### src/rtl/pipeline_stall_ctrl_pkg.sv
// Shared definitions for the pipeline stall/flush sequencer.
package pipe_ctrl_pkg;

  // Memory-handshake sequencer states.
  typedef enum logic [1:0] {
    IDLE  = 2'd0,
    WAIT  = 2'd1,
    ERROR = 2'd2
  } state_e;

  // Register-file address width used by the load-use compare.
  localparam int unsigned REG_ADDR_W = 5;

endpackage

### src/rtl/pipeline_stall_ctrl_sat_counter.sv
// Saturating up-counter with synchronous clear; holds at all-ones.
module sat_counter #(
  parameter int unsigned W = 32
) (
  input  logic         clk,
  input  logic         clr_i,
  input  logic         en_i,
  output logic [W-1:0] cnt_o
);

  logic [W-1:0] cnt_q;

  // Clear dominates; otherwise count up while enabled until saturated.
  always_ff @(posedge clk) begin
    if (clr_i) begin
      cnt_q <= '0;
    end else if (en_i && (cnt_q != '1)) begin
      cnt_q <= cnt_q + W'(1);
    end
  end

  assign cnt_o = cnt_q;

endmodule

### src/rtl/pipeline_stall_ctrl.sv
// Central stall/flush sequencer for the 5-stage pipeline: memory handshake
// freeze, taken-branch flush, load-use stall, memory timeout and stall counter.
module pipeline_stall_ctrl
  import pipe_ctrl_pkg::*;
#(
  parameter int unsigned TIMEOUT     = 255,
  parameter int unsigned TO_W        = 8,
  parameter int unsigned STALL_CNT_W = 32
) (
  input  logic                   clk,
  input  logic                   reset,
  input  logic                   MemRead_ex,
  input  logic [REG_ADDR_W-1:0]  RegWriteAddr_ex,
  input  logic [REG_ADDR_W-1:0]  Rs_id,
  input  logic [REG_ADDR_W-1:0]  Rt_id,
  input  logic                   UsesRt_id,
  input  logic                   BranchTaken_ex,
  input  logic                   MemRead_mem,
  input  logic                   MemWrite_mem,
  input  logic                   dmem_ready,
  output logic                   dmem_req,
  output logic                   pc_en,
  output logic                   if_id_en,
  output logic                   if_id_flush,
  output logic                   id_ex_en,
  output logic                   id_ex_flush,
  output logic                   ex_mem_en,
  output logic                   mem_wb_bubble,
  output logic                   timeout_err,
  output logic [STALL_CNT_W-1:0] stall_cnt
);

  state_e          state_q, state_d;
  logic [TO_W-1:0] to_cnt_q, to_cnt_d;
  logic            err_q, err_d;

  logic memop;
  logic load_use;
  logic mem_stall;

  assign memop    = MemRead_mem | MemWrite_mem;
  assign load_use = MemRead_ex && (RegWriteAddr_ex != '0) &&
                    ((RegWriteAddr_ex == Rs_id) ||
                     (UsesRt_id && (RegWriteAddr_ex == Rt_id)));

  // Next state and pipeline controls, by priority: error, memory stall, branch, load-use.
  always_comb begin
    state_d       = state_q;
    to_cnt_d      = to_cnt_q;
    err_d         = err_q;
    dmem_req      = 1'b0;
    pc_en         = 1'b1;
    if_id_en      = 1'b1;
    if_id_flush   = 1'b0;
    id_ex_en      = 1'b1;
    id_ex_flush   = 1'b0;
    ex_mem_en     = 1'b1;
    mem_wb_bubble = 1'b0;
    mem_stall     = 1'b0;
    if (!reset) begin
      if (state_q == ERROR) begin
        pc_en         = 1'b0;
        if_id_en      = 1'b0;
        id_ex_en      = 1'b0;
        ex_mem_en     = 1'b0;
        mem_wb_bubble = 1'b1;
      end else begin
        dmem_req  = (state_q == WAIT) | memop;
        mem_stall = dmem_req & ~dmem_ready;
        if (mem_stall) begin
          pc_en         = 1'b0;
          if_id_en      = 1'b0;
          id_ex_en      = 1'b0;
          ex_mem_en     = 1'b0;
          mem_wb_bubble = 1'b1;
          if (state_q == IDLE) begin
            state_d  = WAIT;
            to_cnt_d = '0;
          end else begin
            to_cnt_d = to_cnt_q + TO_W'(1);
            if (to_cnt_d == TO_W'(TIMEOUT)) begin
              state_d = ERROR;
              err_d   = 1'b1;
            end
          end
        end else begin
          // EX was frozen during the wait, so a pending branch is acted on here.
          state_d = IDLE;
          if (BranchTaken_ex) begin
            if_id_flush = 1'b1;
            id_ex_flush = 1'b1;
          end else if (load_use) begin
            pc_en       = 1'b0;
            if_id_en    = 1'b0;
            id_ex_flush = 1'b1;
          end
        end
      end
    end
  end

  // Sequencer state, timeout counter and sticky error flag.
  always_ff @(posedge clk) begin
    if (reset) begin
      state_q  <= IDLE;
      to_cnt_q <= '0;
      err_q    <= 1'b0;
    end else begin
      state_q  <= state_d;
      to_cnt_q <= to_cnt_d;
      err_q    <= err_d;
    end
  end

  assign timeout_err = err_q;

  sat_counter #(
    .W(STALL_CNT_W)
  ) u_stall_cnt (
    .clk   (clk),
    .clr_i (reset),
    .en_i  (~pc_en),
    .cnt_o (stall_cnt)
  );

endmodule
### config.mk
export PLATFORM = sky130hd
export DESIGN_NAME = pipeline_stall_ctrl
export DESIGN_NICKNAME = d
export VERILOG_FILES = /design/src/rtl/pipeline_stall_ctrl_pkg.sv /design/src/rtl/pipeline_stall_ctrl_sat_counter.sv /design/src/rtl/pipeline_stall_ctrl.sv
export SDC_FILE = /design/constraint.sdc
export NUM_CORES = 1
export LEC_CHECK = 0
export CAP_MARGIN = 20
export CORE_ASPECT_RATIO = 0.5
export CORE_MARGIN = 4
export CORE_UTILIZATION = 50
export CTS_BUF_LIST = sky130_fd_sc_hd__clkbuf_8 sky130_fd_sc_hd__clkbuf_16
export DETAILED_ROUTE_END_ITERATION = 12
export GPL_TIMING_DRIVEN = 0
export PLACE_DENSITY = 0.9
export RECOVER_POWER = 100
export SETUP_SLACK_MARGIN = 0.2
export SYNTH_ARGS = -nofsm -noshare
export SYNTH_HDL_FRONTEND = slang
export SYNTH_SLANG_ARGS = --single-unit
### constraint.sdc
create_clock -name clk -period 5.5 [get_ports clk]
set_clock_uncertainty 0.1 [all_clocks]
set_input_delay 0.55 -clock clk [delete_from_list [all_inputs] [get_ports clk]]
set_output_delay 0.55 -clock clk [all_outputs]
set_load 0.02 [all_outputs]
==> reports/results.ini, run 1 <==
[clocking]
cts_resized=0
cts_sinks=43
cts_tree=done
cts_buffer_depth=2
root_buffer=clkbuf_8
h-tree-depth=2
clk_latency_ns=0.31
post_cts_buffers=0
path_clk_slew_ns=0.08
ctsHoldBuffers=0
cts_buffers=5

[worst_setup_path]
critPathBufInv=6
cp_slowest_cell=dlygate4sd3_1
worstPathRequired_ns=4.85
crit_type=primary input to output port
end_kind=output port
worstPathArrival_ns=3.69
worst-r2r-setup-slack_ns=2.57
r2r_start=state_q[0]
r2r_end=u_stall_cnt.cnt_o[25]
worstPathMaxFanout=10
worstSetupStartpointType=primary input
rr_worst_depth=10
cpPeakStageDelay_ns=0.66
path_cells=dlygate4sd3_1 > or4_1 > o21ai_0 > nor3_1 > a21o_1 > clkbuf_1 > clkbuf_1 > inv_1 > buf_4 > dlygate4sd3_1
crit_family=buffers and inverters
critPathLaunch=RegWriteAddr_ex[1]

[cells_and_area]
fillCellCount=362
nets=400
layout_commonest_cell=nor2_1
diodes=0
area_delta_synth_final_pct=31.5
design_area_sq_um=3230
drive_above_1_share_pct=5.33
post-route-util_pct=70.6
final_cell_mix=nor2_1, dlygate4sd3_1, dfxtp_1, nand3_1, nand2_1

[global_route]
grt_pass1_wl_mm=11.1
grt_pass1_vias=2373
grt-ovfl-total=0
grt_use_total_pct=22.2
grt_max_degree=15
antenna_found_initial=0

[yosys]
yosys-top-cells-area=dfxtp_1, nor2_1, xor2_1, xnor2_1, nand3_1
yosysTopAreaCellShare_pct=35.1
synthCells=304
ys_seq_elements=43
synth_area_sq_um=2450
synth_top_area_cell=dfxtp_1
synth_nets=330
yosys_warnings=0
synth_area_per_cell_sq_um=8.07
ys_seq_area_share_pct=35.1
yosysUniqueCellTypes=51

[pwr]
ir_drop_v=0.000155
p_per_area_nw_per_um2=188
p_leak_nw=1.24

[detailed_routing]
postRouteAntennaNets=0
wl_per_cell_um=15.2
dr.pass1.iters=5
vias=2510
drt-initial-drc-count=188
drt-total-wl_mm=6.69
drc=0
viasPerCell=5.69

[timing]
min_period_ns=4.34
tightest_slew_ns=0.574
fin_crit_sh_pct=78.8
max_freq_mhz=231
slew_violations=0
fin_setup_tns_ns=0
setup_viol=0
rsz0062_at_grt=false
hold_viol_final=0
relSlewSlack_pct=61.2

[floorplanning]
fp-row-count=17
dieHeight_um=57.5
die_x_um=107
core_sq_um=4570
initial_utilization_pct=53.7
die-area_sq_um=6160
ios=64

[placed_design]
gp_congestion=0.915
hpwl_mm=5.08
dpl-instance-area_sq_um=3170
port_buffers=63

[min_path]
hp-class=flop to flop
whs_path_depth=2
worstHoldEndpoint=timeout_err
hp-start=timeout_err

[outcome]
status=complete, no violations

[run]
drv_cap=0

how the worst max path moves through the flow:
stage               endpoint  slack, ns  depth (start not counted)
global placement       pc_en       1.62                         10
CTS                    pc_en       1.59                         10
global route           pc_en        1.0                         10
floorplan              pc_en       2.70                          8
detailed placement     pc_en       1.59                         10
finish                 pc_en       1.16                         10
kinds of logic (layout without fill, tap and decap cells):
| kind of cell | Yosys count | after routing | share of synthesized area, % |
|---|---|---|---|
| AOI/OAI and AO/OA | 37 | 37 | 9.18 |
| xor gates and xnor gates | 33 | 33 | 11.8 |
| adders and majority gates | 4 | 4 | 1.94 |
| buffers and inverters | 23 | 94 | 4.74 |
| DFF | 43 | 43 | 35.1 |
| muxes | 6 | 6 | 3.16 |
| and+or+nand+nor | 158 | 158 | 34.1 |
metrics by stage:
stage          setup slack [ns]  instances  hold WS, ns  power, mW
2_1_floorplan              2.70        304        0.384      0.360
3_3_place_gp               1.62        433        0.352      0.395
3_5_place_dp               1.59        433        0.358      0.398
4_1_cts                    1.59        441        0.377      0.613
5_1_grt                   0.999        441        0.408      0.626
6_report                   1.16        441        0.369      0.608
routing by layer:
layer  vias to the layer above  routed length, um  global-route usage [%]
met5                         -                  0                       0
met4                         0                157                    9.11
met3                        20                480                    3.50
met2                       105               3150                    37.7
met1                      1163               2910                    28.5
li1                       1222                  -                       -
synthesized netlist by cell type, drive strengths merged:
cell type,instances
buf,10
nor3b,2
mux2,5
nand2,22
nor3,7
xor2,19
nand4,14
a31oi,1
nand4b,1
maj3,1
nand3,24
o31a,1
and2,5
nor2,45
a221oi,1
inv,8
dfxtp,43
a21o,2
and3,11
a21oi,15
o21a,1
clkbuf,5
mux2i,1
o31ai,4
o21ai,8
ha,3
nand2b,2
o22ai,1
o21ba,1
nor4,5
or3,3
nor2b,6
and4,5
a2111oi,1
xnor2,14
a41oi,1
or4,6
flip-flops by register name, indices dropped and copies added (netlist names):
name,cells
state_q,2
timeout_err,1
to_cnt_q,8
u_stall_cnt.cnt_o,32
report_power, final:
part | internal (mW) | switching [mW]
sequential | 0.313 | 0.00192
combinational | 0.0332 | 0.0384
clock | 0.103 | 0.119
total | 0.448 | 0.159
worst min-delay path: cells and delay by family (launching register included):
kind               cells  cell delay [ns]
AOI/OAI and AO/OA      1             0.04
and+or+nand+nor        1             0.07
DFF                    1             0.33
final cells by class:
| type | instances | area (sq um) | share of cell area, % |
|---|---|---|---|
| Buffer | 15 | 72.6 | 2.25 |
| Clock buffer | 6 | 82.6 | 2.56 |
| Clock inverter | 2 | 16.3 | 0.504 |
| Inverter | 8 | 30.0 | 0.931 |
| Multi-Input combinational cell | 238 | 1450 | 45.0 |
| Sequential cell | 43 | 861 | 26.7 |
| Tap cell | 66 | 82.6 | 2.56 |
| Timing Repair Buffer | 63 | 631 | 19.5 |
Note: power is estimated with default switching activity, not from simulation.
==> run 2, diff against run 1 <==
--- a/config.mk
+++ b/config.mk
@@ -8,11 +8,11 @@
 export CAP_MARGIN = 20
 export CORE_ASPECT_RATIO = 0.5
 export CORE_MARGIN = 4
-export CORE_UTILIZATION = 50
+export CORE_UTILIZATION = 44
 export CTS_BUF_LIST = sky130_fd_sc_hd__clkbuf_8 sky130_fd_sc_hd__clkbuf_16
 export DETAILED_ROUTE_END_ITERATION = 12
 export GPL_TIMING_DRIVEN = 0
-export PLACE_DENSITY = 0.9
+export PLACE_DENSITY = 0.84
 export RECOVER_POWER = 100
 export SETUP_SLACK_MARGIN = 0.2
 export SYNTH_ARGS = -nofsm -noshare
==> constraint.sdc (replaced) <==
create_clock -name clk -period 3.8 [get_ports clk]
set_clock_uncertainty 0.1 [all_clocks]
set_input_delay 0.38 -clock clk [delete_from_list [all_inputs] [get_ports clk]]
set_output_delay 0.38 -clock clk [all_outputs]
set_load 0.02 [all_outputs]
==> run 2 against run 1 <==
  * Die area grew 12%
  * Largest cell class unchanged
  * Combinational power grew 44%
  * Non-clock buffer count is the same
  * Final cell count grew 0.68%
  * Core utilization shrank 8.0 points
  * Critical path type unchanged
==> reports/results.ini, run 2 (synthesis gave the netlist of run 1 again) <==
[clocking]
path_clk_slew_ns=0.08  ; about the same
h-tree-depth=2  ; unchanged
ctsHoldBuffers=0  ; unchanged
cts_sinks=43  ; unchanged
cts_tree=done  ; unchanged
cts_resized=2  ; was 0
cts_buffer_depth=2  ; unchanged
root_buffer=clkbuf_8  ; unchanged
cts_buffers=5  ; unchanged
clk_latency_ns=0.29  ; was 0.31 ns
post_cts_buffers=0  ; unchanged

[placed_design]
placed_cells=437  ; was 433
hpwl_mm=5.11  ; was 5.08 mm
port_buffers=63  ; unchanged
gp_congestion=0.868  ; was 0.915
dpl-instance-area_sq_um=3170  ; about the same
dp_worst_setup_slack_ns=0.196  ; was 1.59 ns

[cells_and_area]
instances_no_fill=444  ; was 441
multi_input_area_sq_um=1460  ; was 1450 sq um
diodes=0  ; unchanged
seqCellArea_sq_um=861  ; unchanged
area_delta_synth_final_pct=31.5  ; unchanged
fillCellCount=440  ; was 362
post-route-util_pct=62.6  ; was 70.6%
drive_above_1_share_pct=5.08  ; was 5.33%
nets=400  ; unchanged
final_cell_mix=nor2_1, dfxtp_1, dlygate4sd3_1, nand3_1, clkdlybuf4s50_1  ; was nor2_1, dlygate4sd3_1, dfxtp_1, nand3_1, nand2_1
largest_reg_flops=32  ; unchanged
design_area_sq_um=3230  ; unchanged
layout_commonest_cell=nor2_1  ; unchanged

[worst_setup_path]
worstPathMaxFanout=10  ; unchanged
critPathBufInv=6  ; unchanged
end_kind=output port  ; unchanged
crit_type=primary input to output port  ; unchanged
worstSetupStartpointType=primary input  ; unchanged
worstPathArrival_ns=3.04  ; was 3.69 ns
rr_worst_depth=9  ; was 10
crit_family=buffers and inverters  ; unchanged
cpPeakStageDelay_ns=0.55  ; was 0.66 ns
worst-r2r-setup-slack_ns=0.70  ; was 2.57 ns
cp_slowest_cell=or4_1  ; was dlygate4sd3_1
worstPathRequired_ns=3.32  ; was 4.85 ns
path_cells=clkdlybuf4s50_1 > or4_1 > o21ai_0 > nor3_1 > a21o_1 > clkbuf_1 > buf_2 > inv_1 > clkbuf_4 > dlygate4sd2_1  ; was dlygate4sd3_1 > or4_1 > o21ai_0 > nor3_1 > a21o_1 > clkbuf_1 > clkbuf_1 > inv_1 > buf_4 > dlygate4sd3_1
cp_num_cells=10  ; unchanged

[detailed_routing]
vias=2501  ; was 2510
drt-initial-drc-count=124  ; was 188
viasPerCell=5.63  ; was 5.69
drc=0  ; unchanged
postRouteAntennaNets=0  ; unchanged
drt-total-wl_mm=6.65  ; was 6.69 mm
dr.pass1.iters=5  ; unchanged
wl_per_cell_um=15.0  ; was 15.2 um

[timing]
hold_ws_ns=0.379  ; was 0.369 ns
fin_ws_ns=0.281  ; was 1.16 ns
slew_violations=0  ; unchanged
max_freq_mhz=284
relSlewSlack_pct=61.7  ; was 61.2%
min_period_ns=3.52
fin_setup_tns_ns=0  ; unchanged
hold_viol_final=0  ; unchanged
rsz0062_at_grt=false  ; unchanged
fin_crit_sh_pct=92.6
tightest_slew_ns=0.566  ; was 0.574 ns
setup_viol=0  ; unchanged

[outcome]
status=complete, no violations  ; unchanged

[floorplanning]
die_x_um=114  ; was 107 um
core_sq_um=5160  ; was 4570 sq um
initial_utilization_pct=47.6  ; was 53.7%
die-area_sq_um=6910  ; was 6160 sq um
ios=64  ; unchanged
fp-row-count=18  ; was 17
dieHeight_um=60.8  ; was 57.5 um

[run]
drv_cap=0  ; unchanged

[pwr]
total_power_mw=0.900  ; was 0.608 mW
p_leak_nw=1.25  ; was 1.24 nW
ir_drop_v=0.000147  ; was 0.000155 V
p_per_area_nw_per_um2=279  ; was 188 nW/um^2

[global_route]
grt_pass1_wl_mm=10.8  ; was 11.1 mm
grt-ovfl-total=0  ; unchanged
antenna_found_initial=0  ; unchanged
grt_use_total_pct=19.4  ; was 22.2%
grt_pass1_vias=2303  ; was 2373
grt_max_degree=13  ; was 15

[min_path]
hp-class=flop to flop  ; unchanged
whs_path_depth=2  ; unchanged

==> run 2: worst min-delay path, stage by stage, from the launching register on <==
cell and delay (ns):
dfxtp_1 0.34, a31oi_1 0.04, nor2_1 0.07
==> run 2: worst paths after layout <==
kind / from / end
hold / removal: timeout_err / timeout_err
setup / recovery: RegWriteAddr_ex[1] / pc_en
setup reg to reg: u_stall_cnt.cnt_o[19] / u_stall_cnt.cnt_o[27]
hold reg to reg: timeout_err / timeout_err
==> run 2: layer usage <==
metal / GRT usage [%] / share of wire [%] / vias up
met5: 0 / 0 / -
met4: 7.02 / 2.3 / 0
met3: 3.78 / 4.5 / 19
met2: 35.4 / 50 / 88
met1: 23.5 / 43 / 1178
li1: - / - / 1216
==> run 2: report_power, final <==
part / internal, mW / leakage [nW] / switching [mW]
clock network: 0.190 / 0.0554 / 0.152
registers: 0.453 / 0.347 / 0.00280
logic: 0.0482 / 0.845 / 0.0548
total: 0.691 / 1.25 / 0.210
==> run 2: final cells by class <==
cell class | instances | share of cell area (%)
Buffer | 15 | 2.09
Clock buffer | 5 | 2.13
Clock inverter | 2 | 1.05
Inverter | 8 | 0.931
Multi-Input combinational cell | 238 | 45.1
Sequential cell | 43 | 26.7
Tap cell | 70 | 2.71
Timing Repair Buffer | 63 | 19.3
